**src/rtl/rename_pkg.sv**
```systemverilog
// Shared types and sizes for the register-rename slice.
package rename_pkg;

    localparam int unsigned ARCH_REGS = 32;
    localparam int unsigned PHYS_REGS = 64;
    localparam int unsigned AREG_W    = $clog2(ARCH_REGS);
    localparam int unsigned PREG_W    = $clog2(PHYS_REGS);

    typedef logic [AREG_W-1:0] areg_t;
    typedef logic [PREG_W-1:0] preg_t;

    // P0 is the hard-zero physical register; never allocated or freed.
    localparam preg_t PREG_ZERO = '0;

    typedef preg_t [ARCH_REGS-1:0] map_t;

    typedef struct packed {
        preg_t prs1;
        preg_t prs2;
        preg_t prd;
        preg_t old_prd;
        logic  rd_we;
    } rename_out_t;

endpackage

```
**src/rtl/rename_map_table.sv**
```systemverilog
// Arch-to-phys map: three async read ports, one write port, bulk load for flush recovery.
module rename_map_table
    import rename_pkg::*;
(
    input  logic  clk,
    input  logic  rst,
    input  areg_t rd_addr0,
    input  areg_t rd_addr1,
    input  areg_t rd_addr2,
    output preg_t rd_data0_c,
    output preg_t rd_data1_c,
    output preg_t rd_data2_c,
    input  logic  we,
    input  areg_t wr_addr,
    input  preg_t wr_data,
    input  logic  load_en,
    input  map_t  load_map
);

    map_t map_q;
    map_t map_d;

    // Bulk load wins over a single write; entry 0 is pinned to P0.
    always_comb begin
        map_d = map_q;
        if (load_en) begin
            map_d = load_map;
        end else if (we && (wr_addr != '0)) begin
            map_d[wr_addr] = wr_data;
        end
        map_d[0] = PREG_ZERO;
    end

    always_ff @(posedge clk) begin
        if (rst) begin
            map_q <= '0;
        end else begin
            map_q <= map_d;
        end
    end

    assign rd_data0_c = (rd_addr0 == '0) ? PREG_ZERO : map_q[rd_addr0];
    assign rd_data1_c = (rd_addr1 == '0) ? PREG_ZERO : map_q[rd_addr1];
    assign rd_data2_c = (rd_addr2 == '0) ? PREG_ZERO : map_q[rd_addr2];

endmodule

```
**src/rtl/rename_stage.sv**
```systemverilog
// Rename stage: speculative RAT lookup + free-list allocation, committed RAT with
// superseded-register release, and flush recovery of the speculative RAT.
module rename_stage
    import rename_pkg::*;
#(
    parameter int unsigned TAG_W = 6
) (
    input  logic              clk,
    input  logic              rst,
    input  logic              in_valid,
    output logic              in_ready,
    input  logic [AREG_W-1:0] in_rs1,
    input  logic [AREG_W-1:0] in_rs2,
    input  logic [AREG_W-1:0] in_rd,
    input  logic              in_rd_we,
    input  logic [TAG_W-1:0]  in_tag,
    output logic              fl_alloc_en,
    input  logic              fl_alloc_valid,
    input  logic [PREG_W-1:0] fl_alloc_phys,
    output logic              out_valid,
    input  logic              out_ready,
    output logic [PREG_W-1:0] out_prs1,
    output logic [PREG_W-1:0] out_prs2,
    output logic [PREG_W-1:0] out_prd,
    output logic [PREG_W-1:0] out_old_prd,
    output logic              out_rd_we,
    output logic [TAG_W-1:0]  out_tag,
    input  logic              commit_en,
    input  logic [AREG_W-1:0] commit_rd,
    input  logic [PREG_W-1:0] commit_prd,
    output logic              free_en,
    output logic [PREG_W-1:0] free_phys,
    input  logic              flush
);

    logic        need_alloc_c;
    logic        fire_c;
    preg_t       rs1_map_c;
    preg_t       rs2_map_c;
    preg_t       rd_map_c;

    map_t        crat_q,      crat_d;
    rename_out_t out_q,       out_d;
    logic        out_valid_q, out_valid_d;
    logic [TAG_W-1:0] out_tag_q, out_tag_d;
    logic        free_en_q,   free_en_d;
    preg_t       free_phys_q, free_phys_d;

    assign need_alloc_c = in_rd_we && (in_rd != '0);
    assign in_ready     = !flush && (!out_valid_q || out_ready) && (!need_alloc_c || fl_alloc_valid);
    assign fire_c       = in_valid && in_ready;
    assign fl_alloc_en  = fire_c && need_alloc_c;

    rename_map_table u_spec_rat (
        .clk        (clk),
        .rst        (rst),
        .rd_addr0   (in_rs1),
        .rd_addr1   (in_rs2),
        .rd_addr2   (in_rd),
        .rd_data0_c (rs1_map_c),
        .rd_data1_c (rs2_map_c),
        .rd_data2_c (rd_map_c),
        .we         (fl_alloc_en),
        .wr_addr    (in_rd),
        .wr_data    (fl_alloc_phys),
        .load_en    (flush),
        .load_map   (crat_d)
    );

    // Committed RAT; the superseded mapping is released unless it is P0.
    always_comb begin
        crat_d      = crat_q;
        free_en_d   = 1'b0;
        free_phys_d = free_phys_q;
        if (commit_en) begin
            free_phys_d = crat_q[commit_rd];
            if (commit_rd != '0) begin
                free_en_d         = (crat_q[commit_rd] != PREG_ZERO);
                crat_d[commit_rd] = commit_prd;
            end
        end
        crat_d[0] = PREG_ZERO;
    end

    // Output register: flush squashes, fire loads, drain without fire empties.
    always_comb begin
        out_valid_d = out_valid_q;
        out_d       = out_q;
        out_tag_d   = out_tag_q;
        if (flush) begin
            out_valid_d = 1'b0;
        end else if (fire_c) begin
            out_valid_d   = 1'b1;
            out_d.prs1    = rs1_map_c;
            out_d.prs2    = rs2_map_c;
            out_d.old_prd = rd_map_c;
            out_d.prd     = need_alloc_c ? fl_alloc_phys : PREG_ZERO;
            out_d.rd_we   = need_alloc_c;
            out_tag_d     = in_tag;
        end else if (out_ready) begin
            out_valid_d = 1'b0;
        end
    end

    always_ff @(posedge clk) begin
        if (rst) begin
            crat_q      <= '0;
            out_q       <= '0;
            out_valid_q <= 1'b0;
            out_tag_q   <= '0;
            free_en_q   <= 1'b0;
            free_phys_q <= '0;
        end else begin
            crat_q      <= crat_d;
            out_q       <= out_d;
            out_valid_q <= out_valid_d;
            out_tag_q   <= out_tag_d;
            free_en_q   <= free_en_d;
            free_phys_q <= free_phys_d;
        end
    end

    assign out_valid   = out_valid_q;
    assign out_prs1    = out_q.prs1;
    assign out_prs2    = out_q.prs2;
    assign out_prd     = out_q.prd;
    assign out_old_prd = out_q.old_prd;
    assign out_rd_we   = out_q.rd_we;
    assign out_tag     = out_tag_q;
    assign free_en     = free_en_q;
    assign free_phys   = free_phys_q;

endmodule
```
**config.mk**
```make
export PLATFORM = sky130hd
export DESIGN_NAME = rename_stage
export DESIGN_NICKNAME = d
export VERILOG_FILES = /design/src/rtl/rename_pkg.sv /design/src/rtl/rename_map_table.sv /design/src/rtl/rename_stage.sv
export SDC_FILE = /design/constraint.sdc
export NUM_CORES = 1
export LEC_CHECK = 0
export BUFFER_PORTS_ARGS = -buffer_cell sky130_fd_sc_hd__buf_2
export CAP_MARGIN = 10
export CORE_AREA = 10 10 241 243
export DETAILED_ROUTE_END_ITERATION = 8
export DIE_AREA = 0 0 251 253
export PLACE_DENSITY = 0.63
export REMOVE_ABC_BUFFERS = 1
export SYNTH_ARGS = -nofsm -noshare
export SYNTH_HDL_FRONTEND = slang
export SYNTH_HIERARCHICAL = 1
export SYNTH_SLANG_ARGS = --single-unit
```
**constraint.sdc**
```tcl
create_clock -name clk -period 4.61 [get_ports clk]
set_input_delay 0.461 -clock clk [delete_from_list [all_inputs] [get_ports clk]]
set_output_delay 0.461 -clock clk [all_outputs]
set_load 0.02 [all_outputs]
```
======== Yosys cells after proc, flatten, opt, wreduce, memory -nomap -nowiden ========
Index checks and enable logic that the tools add are counted.
storage, ports and cells
  output and inout port bits .............. 41
  bits in registers ....................... 417
  input bits .............................. 46
cells by class
  order comparisons ....................... 6
  bitwise operators ....................... 3
  reduce and logical (&&, ||, !) cells .... 24
  muxes and demuxes ....................... 24
operators with widths
  operator            count
  $mux 192            4
  $bwmux 192          2
  $bmux 6 s5          4
  $demux 6 s5         2
  $mux 6              10
  $lt 5x6->1 const B  4
  $logic_not 5->1     3
  $ge 5x1->1 const B  2
  $reduce_bool 5->1   2
  $logic_and 1x1->1   8
  $reduce_bool 6->1   1
  $reduce_bool 2->1   2
  $logic_not 1->1     3
  $not 1->1           3
  $reduce_or 3->1     1
  $logic_or 1x1->1    2
  $mux 1              2
  $reduce_and 2->1    1
  $reduce_or 2->1     1

======== Depth between registers and ports, before layout ========
  depth after elaboration ................. 10
  depth in mapped cells ................... 14
  mapped depth without buffers ............ 11

======== By module ========
Netlist, hierarchy kept.
modules (own cells, without submodules)
  module            seq. area each (µm²)  cells each  times used  area an instance (µm²)
  rename_map_table  3723.6                1353        1           13241.4
  rename_stage      4504.3                965         1           10500.1

======== Worst setup path after synthesis ========
OpenSTA, ideal clock, no wires.
  path type ............................... input port to flip-flop
  from .................................... input in_rd[3]
  to ...................................... register u_spec_rat/map_q[23] (netlist bit)
  buffers on the path ..................... 4
  stages .................................. 14
  data required time ...................... 4.524 ns
  slack ................................... 1.124 ns
  library setup time ...................... 0.086 ns
  data arrival time ....................... 3.401 ns
  path through ............................ or4_1 > o21a_2 > a21oi_2 > and2_1 > buf_2 > buf_6 > nand2_1 > inv_1 > buf_4 > nor2b_1 > buf_4 > nand4_2 > mux2i_1 > a211oi_1
on the way
  word-level cells in the longest chain between the ends .. 9
  elaborated cells between the ends (all ways) .. 17
  classes of those cells .................. 2 x order compare; 5 x mux; 10 x reduce/logical
ends and longest elaborated chain
  what                                line                    source
  start: declaration                  rename_stage.sv:14      input logic [AREG_W-1:0] in_rd,
  $reduce_bool 5->1                   rename_stage.sv:49      assign need_alloc_c = in_rd_we && (in_rd != '0);
  $logic_and 1x1->1                   rename_stage.sv:49
  $logic_not 1->1                     rename_stage.sv:50      assign in_ready = !flush && (!out_valid_q || out_ready) && (!need_alloc_c || fl_alloc_valid);
  $logic_or 1x1->1                    rename_stage.sv:50
  $logic_and 1x1->1                   rename_stage.sv:50
  named net in_ready                  rename_stage.sv:11      output logic in_ready,
  $logic_and 1x1->1                   rename_stage.sv:51      assign fire_c = in_valid && in_ready;
  $logic_and 1x1->1                   rename_stage.sv:52      assign fl_alloc_en = fire_c && need_alloc_c;
  named net fl_alloc_en               rename_stage.sv:17      output logic fl_alloc_en,
  $logic_and 1x1->1                   rename_map_table.sv:28  end else if (we && (wr_addr != '0)) begin
  $reduce_bool 2->1 (no source line)  n/a
  end signal: assignment              rename_map_table.sv:38  map_q <= map_d;
  end: declaration                    rename_map_table.sv:20  map_t map_q;
The timed path passes the listed nets, and every way through them passes these cells. The select of a mux whose other input is x is not followed.
A chain may end at the register's enable or synchronous reset.

======== Worst setup path in the final report ========
  from .................................... input in_rd[2]
  to ...................................... register u_spec_rat/map_q[140] (netlist bit)
on the way
  word-level cells in the longest chain between the ends .. 9
  elaborated cells between the ends (all ways) .. 17
  classes of those cells .................. 2 x order compare; 5 x mux; 10 x reduce/logical
ends and longest elaborated chain
  what
  branches (longest 9 deep; another with $lt 5x6->1)
Several ways; the timed one is not identified. The select of a mux whose other input is x is not followed.

==> flow_summary.ini <==
[run_status]
status = finished clean

[synthesis]
yosysWarnings = 6
synth.avg_cell_area_um2 = 10.2
netlist_instances = 2317
syn_area_mm2 = 0.0237

[critical_path]
critPathKind = in -> reg
end_kind = register
crit_buf_inv = 3
cpLargestDelayFamily = simple AND/OR/NAND/NOR gates
slowest_delay_ns = 0.52
crit_chain = buf_4, or4_1, o21a_2, a21oi_2, and2_1, nand2_1, inv_1, buf_4, nand3_1, nor2_1, nand2_1, a311oi_1
crit_arrival_ns = 3.75
cp_max_fo = 8
cp_data_required_time_ns = 5.10
worst_path_max_delay_cell = or4_1
cp-start-kind = primary input

[cts]
clk_pin_slew_ns = 0.06
cts_htree_levels = 2
clock_latency_ns = 0.59
cts_resized = 0
clock_path_buffers = 3
numCtsBuffers = 45
post_cts_buffers = 0
cts.sink_count = 411
cts-root-buf = clkbuf_16
cts_tree = done
hold_buffers = 0

[floorplanning]
io_pins = 87
die-area_mm2 = 0.0635
start_util_pct = 44.6
die_h_um = 253
rows = 85
coreArea_mm2 = 0.0533
die_w_um = 251

[placement]
routabilityCongestion = 1.01
place_inst = 2920
portBuffers = 86
hpwl_mm = 57.3

[power]
ir_worst_vdd_uv = 233
p_clk_share_pct = 43.4
sequentialPowerShare_pct = 44.2
pwr-share-comb_pct = 12.4
p_int_uw = 6200
powerDensity_mw_per_mm2 = 330
swShare_pct = 27.2
p_leak_uw = 0.0102
power_switching_uw = 2320

[sta]
final_max_slew_viol_count = 0
setup_viol = 0
fmax_mhz = 308
hold_violations = 0
post-route-period-util_pct = 70.5
finClkSkew_ns = 0.0201
fin_crit_ns = 3.25
rsz0062_at_grt = false
tightest_slew_ns = 1.04
maxSlewHeadroom_pct = 30.6

[global_routing]
track_usage_pct = 25.3
grt_max_degree = 140
antenna_found_initial = 1
grt_pass1_vias = 18400
overflow = 0
grt_pass1_wl_mm = 123

[route]
via_per_inst = 6.39
wl_per_cell_um = 27.8
wl_mm = 83.4
first_pass_iters = 5
vias = 19200
drtIter0Drc = 1927
postRouteAntennaNets = 0
drc_errors = 0

[layout]
final_util_pct = 48.4
syn_to_final_growth_pct = 8.71
drive_above_1_share_pct = 26.4
final_nets = 2317
stdcell_count = 3000

[flow_run]
cap_violations = 0

[min_path]
hold_class = in -> reg
==> through the flow <==
| step | setup WS [ns] | cell area, µm² | hold WS, ns | setup TNS, ns | total power, µW |
|---|---|---|---|---|---|
| 6_report | 1.36 | 25800 | 0.111 | 0 | 8520 |
| 5_1_grt | 1.27 | 25800 | 0.119 | 0 | 8740 |
| 4_1_cts | 1.52 | 25800 | 0.0913 | 0 | 8520 |
| 3_5_place_dp | 0.909 | 24300 | 0.444 | 0 | 4860 |
| 3_3_place_gp | 1.04 | 24300 | 0.438 | 0 | 4840 |
| 2_1_floorplan | -1.48 | 22700 | 0.485 | -266.99 | 4360 |
==> tightest hold or removal path, stage by stage <==
cell and delay [ns]:
buf_2 0.09, nand2_1 0.04, a21oi_1 0.05
==> layout make-up <==
| cell class | count | area (µm²) |
|---|---|---|
| Fill cell | 4864 | 27500 |
| Multi-Input combinational cell | 1671 | 14400 |
| Sequential cell | 411 | 8230 |
| Clock buffer | 65 | 1290 |
| Tap cell | 696 | 871 |
| Timing Repair Buffer | 128 | 782 |
| Clock inverter | 14 | 178 |
| Inverter | 14 | 62.6 |
| Antenna cell | 1 | 2.50 |
==> layout by cell type (no fill, tap or decap), types with 16 or more instances in the layout <==
cell type  count
a211oi_1     125
mux2i_1      198
a311oi_1      56
buf_4         42
dfxtp_1      411
o21ai_0       54
mux4_2       140
a21oi_1       77
buf_2         83
nor2_1       208
and2_1       192
o22ai_1       16
clkbuf_16     45
mux2_2       211
nand2_1      183
==> metal layers <==
layer  global-route usage, %  routed length, µm  vias to the layer above
li1                        -                  -                     8461
met1                    33.1              34300                     9432
met2                    38.9              36700                     1050
met3                    5.64               8120                      212
met4                    12.2               4250                        2
met5                       0                 12                        -
==> path summary, 6_finish.rpt <==
path / slack (ns) / depth (start not counted) / end / from
setup / recovery: 1.36 / 12 / u_spec_rat/map_q[140] / in_rd[2]
hold reg to reg: 0.45 / 2 / out_prd[0] / out_prd[0]
setup reg to reg: 1.76 / 11 / u_spec_rat/map_q[140] / out_valid
hold / removal: 0.11 / 3 / out_tag[2] / in_tag[2]
==> power by group through the flow <==
stage | Clock, µW | Sequential (µW) | Combinational (µW)
6_report | 3700 | 3770 | 1050
5_1_grt | 3860 | 3770 | 1100
4_1_cts | 3740 | 3760 | 1030
3_5_place_dp | 0 | 3840 | 1020
3_3_place_gp | 0 | 3830 | 1010
2_1_floorplan | 0 | 3800 | 556
==> state kept, by name, summed over array words and instances (netlist names) <==
| name | cells |
|---|---|
| out_valid | 1 |
| out_prs1 | 6 |
| free_en | 1 |
| out_old_prd | 6 |
| u_spec_rat/map_q | 186 |
| out_tag | 6 |
| out_prd | 6 |
| out_rd_we | 1 |
| out_prs2 | 6 |
| crat_q | 186 |
| free_phys | 6 |
Note: power is estimated with default switching activity, not from simulation.
